===== src/rtl/lpc_buffer_ctrl.sv =====
// lpc_buffer_ctrl: sequences ringbuffer pointers and capture RAM between
// the LPC sniffer (write side) and the UART framer (read side).
//
// Ports:
//   clk, reset (async active-low, deasserted synchronously inside)
//   in_valid/in_data          : decoded LPC record, one-cycle pulse
//   rb_write_addr/rb_read_addr: pointers from the ringbuffer
//   rb_empty/rb_full          : ringbuffer flags (registered view)
//   rb_write_done/rb_read_done: one-cycle pointer advance strobes
//   ram_we/ram_waddr/ram_wdata: RAM write port
//   ram_re/ram_raddr/ram_rdata: RAM read port, rdata one clk after re
//   out_valid/out_data/out_ready: record handshake to the UART framer
//   drop_count/overflow       : saturating drop counter, sticky flag
module lpc_buffer_ctrl #(
    parameter int BITS  = 7,
    parameter int WIDTH = 32,
    parameter int CNT_W = 16
) (
    input  logic             clk,
    input  logic             reset,
    input  logic             in_valid,
    input  logic [WIDTH-1:0] in_data,
    input  logic [BITS-1:0]  rb_write_addr,
    input  logic [BITS-1:0]  rb_read_addr,
    input  logic             rb_empty,
    input  logic             rb_full,
    output logic             rb_write_done,
    output logic             rb_read_done,
    output logic             ram_we,
    output logic [BITS-1:0]  ram_waddr,
    output logic [WIDTH-1:0] ram_wdata,
    output logic             ram_re,
    output logic [BITS-1:0]  ram_raddr,
    input  logic [WIDTH-1:0] ram_rdata,
    output logic             out_valid,
    output logic [WIDTH-1:0] out_data,
    input  logic             out_ready,
    output logic [CNT_W-1:0] drop_count,
    output logic             overflow
);

    typedef enum logic {
        W_IDLE,
        W_COMMIT
    } w_state_t;

    typedef enum logic [1:0] {
        R_IDLE,
        R_FETCH,
        R_PRESENT,
        R_RELEASE
    } r_state_t;

    // Reset asserts at once but releases on a clock edge.
    logic [1:0] rst_sync;
    logic       rst_n;

    always_ff @(posedge clk or negedge reset) begin
        if (!reset) begin
            rst_sync <= '0;
        end else begin
            rst_sync <= {rst_sync[0], 1'b1};
        end
    end

    assign rst_n = rst_sync[1];

    // ---------------- write side ----------------
    w_state_t w_state;
    w_state_t w_next;
    logic     accept;
    logic     drop;

    always_ff @(posedge clk or negedge rst_n) begin
        if (!rst_n) begin
            w_state <= W_IDLE;
        end else begin
            w_state <= w_next;
        end
    end

    // Combinational strobes are qualified by rst_n so that every
    // output reads zero as soon as reset is asserted.
    always_comb begin
        w_next        = w_state;
        accept        = 1'b0;
        drop          = 1'b0;
        rb_write_done = 1'b0;
        unique case (w_state)
            W_IDLE: begin
                if (in_valid && rst_n) begin
                    if (!rb_full) begin
                        accept = 1'b1;
                        w_next = W_COMMIT;
                    end else begin
                        drop = 1'b1;
                    end
                end
            end
            W_COMMIT: begin
                // Ringbuffer flags are stale here, so anything
                // arriving now cannot be placed safely.
                rb_write_done = 1'b1;
                drop          = in_valid;
                w_next        = W_IDLE;
            end
            default: w_next = W_IDLE;
        endcase
    end

    assign ram_we    = accept;
    assign ram_waddr = accept ? rb_write_addr : '0;
    assign ram_wdata = accept ? in_data : '0;

    always_ff @(posedge clk or negedge rst_n) begin
        if (!rst_n) begin
            drop_count <= '0;
            overflow   <= 1'b0;
        end else if (drop) begin
            overflow <= 1'b1;
            if (drop_count != '1) begin
                drop_count <= drop_count + CNT_W'(1);
            end
        end
    end

    // ---------------- read side ----------------
    r_state_t r_state;
    r_state_t r_next;

    always_ff @(posedge clk or negedge rst_n) begin
        if (!rst_n) begin
            r_state <= R_IDLE;
        end else begin
            r_state <= r_next;
        end
    end

    always_comb begin
        r_next       = r_state;
        ram_re       = 1'b0;
        out_valid    = 1'b0;
        rb_read_done = 1'b0;
        unique case (r_state)
            R_IDLE: begin
                if (!rb_empty && rst_n) begin
                    ram_re = 1'b1;
                    r_next = R_FETCH;
                end
            end
            R_FETCH: begin
                r_next = R_PRESENT;
            end
            R_PRESENT: begin
                out_valid = 1'b1;
                if (out_ready) begin
                    r_next = R_RELEASE;
                end
            end
            R_RELEASE: begin
                rb_read_done = 1'b1;
                r_next       = R_IDLE;
            end
            default: r_next = R_IDLE;
        endcase
    end

    assign ram_raddr = ram_re ? rb_read_addr : '0;

    // RAM data lands during R_FETCH; hold it for the whole present phase.
    always_ff @(posedge clk or negedge rst_n) begin
        if (!rst_n) begin
            out_data <= '0;
        end else if (r_state == R_FETCH) begin
            out_data <= ram_rdata;
        end
    end

endmodule


===== config.mk =====
export PLATFORM = sky130hd
export DESIGN_NAME = lpc_buffer_ctrl
export DESIGN_NICKNAME = d
export VERILOG_FILES = /design/src/rtl/lpc_buffer_ctrl.sv
export SDC_FILE = /design/constraint.sdc
export NUM_CORES = 1
export LEC_CHECK = 0
export CAP_MARGIN = 30
export CORE_UTILIZATION = 36
export CTS_BUF_LIST = sky130_fd_sc_hd__clkbuf_8
export DETAILED_ROUTE_END_ITERATION = 16
export GPL_ROUTABILITY_DRIVEN = 0
export GPL_TIMING_DRIVEN = 0
export MAX_ROUTING_LAYER = met4
export PLACE_DENSITY = 0.83
export SYNTH_ARGS = -nofsm -noshare
export SYNTH_HDL_FRONTEND = slang
export SYNTH_SLANG_ARGS = --single-unit

===== constraint.sdc =====
create_clock -name clk -period 2.9 [get_ports clk]
set_input_delay 0.435 -clock clk [delete_from_list [all_inputs] [get_ports clk]]
set_output_delay 0.435 -clock clk [all_outputs]
set_load 0.02 [all_outputs]

After elaboration in Yosys (flattened, before gate mapping)
Cells that the tools add are included.

storage, ports and cells
  register bits = 54
  bits of input ports = 84
  output and inout bits = 100
  logic and storage cells = 38

cells by class
  add/sub/neg operators = 1
  eq/ne operators = 6
  mux-type cells = 18
  bitwise gates (word level) = 1
  reduce and logical (&&, ||, !) cells = 6

operators by type and width
  operator                                       number
  2-to-1 mux 32 bit                              1
  adder 16 x 1 -> 16 bit, second input constant  1
  inequality test 16 bit, second input constant  1
  2-to-1 mux 7 bit                               2
  2-to-1 mux 1 bit                               10
  case mux 2 bit (4 select lines)                1
  == test 2 bit, second input constant           2
  2-to-1 mux 2 bit                               2
  inequality test 2 bit, second input constant   2
  case mux 1 bit (2 select lines)                2
  AND reduction 2 bit                            2
  == test 2 x 1 -> 1 bit, second input constant  1
  logical AND 1 bit                              2
  logical NOT 2 bit                              1
  logical NOT 1 bit                              1
  NOT 1 bit                                      1

Depth between registers and ports, before layout
  word-level depth = 5
  depth in mapped cells = 5
  mapped depth without buffers = 5

Worst setup path before layout
OpenSTA, ideal clock, no wires.

  kind = register to output
  start point = register rst_sync[1]
  end point = output ram_wdata[22]
  data arrival time = 2.545 ns
  data required time = 2.465 ns
  setup slack = -0.080 ns
  stages on the path, launching flop included = 5
  path buffers = 1
  path through = dfrtp_1 -> nand2_1 -> nor3_1 -> clkbuf_1 -> and2_1

between the ends
  cells in the longest elaborated chain, start to end = 4

ends and longest elaborated chain
  element                 line  source
  start, declared         55    logic [1:0] rst_sync;
  start signal, assigned  62    rst_sync <= {rst_sync[0], 1'b1};
  logical AND 1 bit       91    if (in_valid && rst_n) begin
  2-to-1 mux 1 bit        91
  2-to-1 mux 1 bit        89    unique case (w_state)
  via ram_we              29    output logic ram_we,
  2-to-1 mux 32 bit       113   assign ram_wdata = accept ? in_data : '0;
  end, declared           31    output logic [WIDTH-1:0] ram_wdata,

The timed path passes the listed nets, and every way through them passes these cells.

Final worst setup path
  start point = register rst_sync[1]
  end point = output ram_wdata[25]

between the ends
  cells in the longest elaborated chain, start to end = 4

ends and longest elaborated chain
  element            line
  logical AND 1 bit  91
  2-to-1 mux 1 bit   91
  2-to-1 mux 1 bit   89
  2-to-1 mux 32 bit  113

No other way between the ends.

==> out/results.ini <==
[run_status]
status=finished clean

[clocking]
cts-root-buf=clkbuf_8
ctsHoldBuffers=0
worstSkewPairLatency_ps=290
clockBufferDepth=2
cts_inserted_buffers=5
h-tree-depth=2
clock-sinks=54
clk_pin_slew_ps=100
cts_tree=built

[layout]
nets=504
fillers=551
diodes=0
syn_to_final_growth_pct=81.6
final_common_cell=clkdlybuf4s50_1
drive_above_1_share_pct=13.3
final_area_mm2=0.00474
final_cell_mix=clkdlybuf4s50_1, dfrtp_1, and2_1
final_cells=511

[sta]
period_share_pct=93.8
layout_min_cycle_time_ps=2720
rsz0062_at_grt=yes
setup_viol=0
finalClockSkew_ps=9.81
whs_ps=286
hold_viol=0
setup-tns-final_ps=0
drv_slew=0
maxClockFrequency_ghz=0.368

[pwr]
total_leakage_power_uw=0.00204
finalPower_uw=3470
power.density_mw_per_mm2=733
vdd_drop_max_mv=0.329

[die]
die_w_um=87.1
dieArea_mm2=0.00759
fp.dieH_um=87.1
core.rowCount=30
initial_core_util_pct=37.8
ios=184
design.core.area_mm2=0.00691

[grt]
track_usage_pct=18.7
grt-ovfl-total=0
antenna_found_initial=0
grt_pass1_wl_um=10800
grt_max_degree=44
first_global_vias=2297

[synth]
synth_top_family_by_area=simple AND/OR/NAND/NOR gates
syn-num-nets=312
synthFlopType=dfrtp_1
syn_avg_cell_area_um2=11.7
synth_compound_area_share_pct=2.02
synthAdderAreaFrac_pct=2.88
synth_cells=222
postSynth.asyncResetShare_pct=100
synthSimpleGateAreaFrac_pct=22.0
synth_mux_area_share_pct=15.6
seq_area_frac_synth_pct=51.8
ys_ff_latch=54
synth_cell_type_count=32
yosysWarnings=0
yosys.area_share.xor_xnor_pct=3.36
synth-edff-count=0
synth_area_mm2=0.00261

[worst_setup_path]
cp.required_ps=2470
worstPathArrival_ps=2280
crit_path_start_kind=flop
cp_max_fo=43
cp-end-kind=primary output
setup.worst_path.class=flop to primary output

[flow_run]
cap_violations=0

[detailed_routing]
via_count=2360
wl_per_cell_um=13.4
dr.pass1.iters=4
avgViaCountPerCell=4.62
drtIter0Drc=84
drtAntennaViolNets=0
drt_wl_total_um=6870
drc_errors=0

[placement]
dp_hpwl_um=5770
portBuffers=183
place_area_mm2=0.00458
place_inst=502

[hold_path]
hold_class=input port to asynchronous set/reset pin

where the power goes:
part | total (µW) | switching [µW] | internal, µW
clock network | 506 | 228 | 278
logic | 1760 | 786 | 977
registers | 1210 | 169 | 1040
what timing repair did:
action / CTS / global route
resized for setup: 7 / 4
setup endpoints to repair: 40 / 34
setup buffers: 1 / 0
gates cloned: 0 / 0
final cells by class:
| cell class | count | area [µm²] | area share, % |
|---|---|---|---|
| buffer | 9 | 42.5 | 0.898 |
| clock buffer | 6 | 82.6 | 1.74 |
| clock inverter | 2 | 33.8 | 0.713 |
| inverter | 5 | 18.8 | 0.396 |
| multi-input combinational | 154 | 1210 | 25.6 |
| sequential | 54 | 1360 | 28.6 |
| tap | 96 | 120 | 2.54 |
| timing repair buffer | 185 | 1870 | 39.5 |
routing by layer:
| layer | share of wire (%) | track usage (%) |
|---|---|---|
| met1 | 40 | 22.6 |
| met5 | 0 | - |
| met4 | 0.55 | 3.13 |
| met2 | 52 | 32.3 |
| met3 | 7.3 | 4.27 |
flip-flops by register name, summed over array words and instances, names as in the netlist:
register / cells
w_state: 1
overflow: 1
rst_sync: 2
out_data: 32
r_state: 2
drop_count: 16
cells by family after synthesis:
group | Yosys count
AO/OA/AOI/OAI | 8
buffers and inverters | 14
flip-flops | 54
multiplexers | 36
adder cells (fa/ha/maj) | 6
XOR/XNOR | 10
AND/OR/NAND/NOR | 93
other | 1
Yosys cell counts (3+ instances only):
cell / count / area [µm²]
a21oi_1: 3 / 15.0
and2_1: 47 / 294
and3_1: 3 / 18.8
and4_1: 4 / 35.0
buf_2: 3 / 15.0
clkbuf_1: 6 / 22.5
dfrtp_1: 54 / 1350
ha_1: 6 / 75.1
inv_1: 5 / 18.8
mux2_2: 32 / 360
nand2_1: 9 / 33.8
nand3_1: 5 / 25.0
nand4_1: 4 / 25.0
nor2_1: 3 / 11.3
nor3_1: 9 / 45.0
xor2_1: 9 / 78.8
worst max-delay path, cell delays in order (launching register included):
cell	delay [ps]
dfrtp_4	450
buf_16	220
nand2_1	120
nor3_4	190
buf_2	230
and2_1	150
clkdlybuf4s50_1	600
final timing paths:
path / cells after the start / slack (ps) / from / end
worst max-delay path: 6 / 180 / rst_sync[1] / ram_wdata[25]
worst min-delay path: 1 / 290 / reset / rst_sync[1]
worst max register to register: 5 / 1120 / rst_sync[1] / drop_count[11]
worst min register to register: 1 / 300 / rst_sync[1] / out_data[12]
max in group asynchronous: 1 / 2400 / rst_sync[1] / out_data[21]
min in group clk: 0 / 360 / rst_sync[0] / rst_sync[1]
through the flow:
stage | setup WS (ps) | util [%]
after floorplan | 448 | -
after global placement | -346 | 66.0
after detailed placement | -74.5 | 66.3
after CTS | 95.3 | 68.4
after global routing | -0.521 | 68.6
final | 181 | 68.6
(Power assumes the default switching activity.)
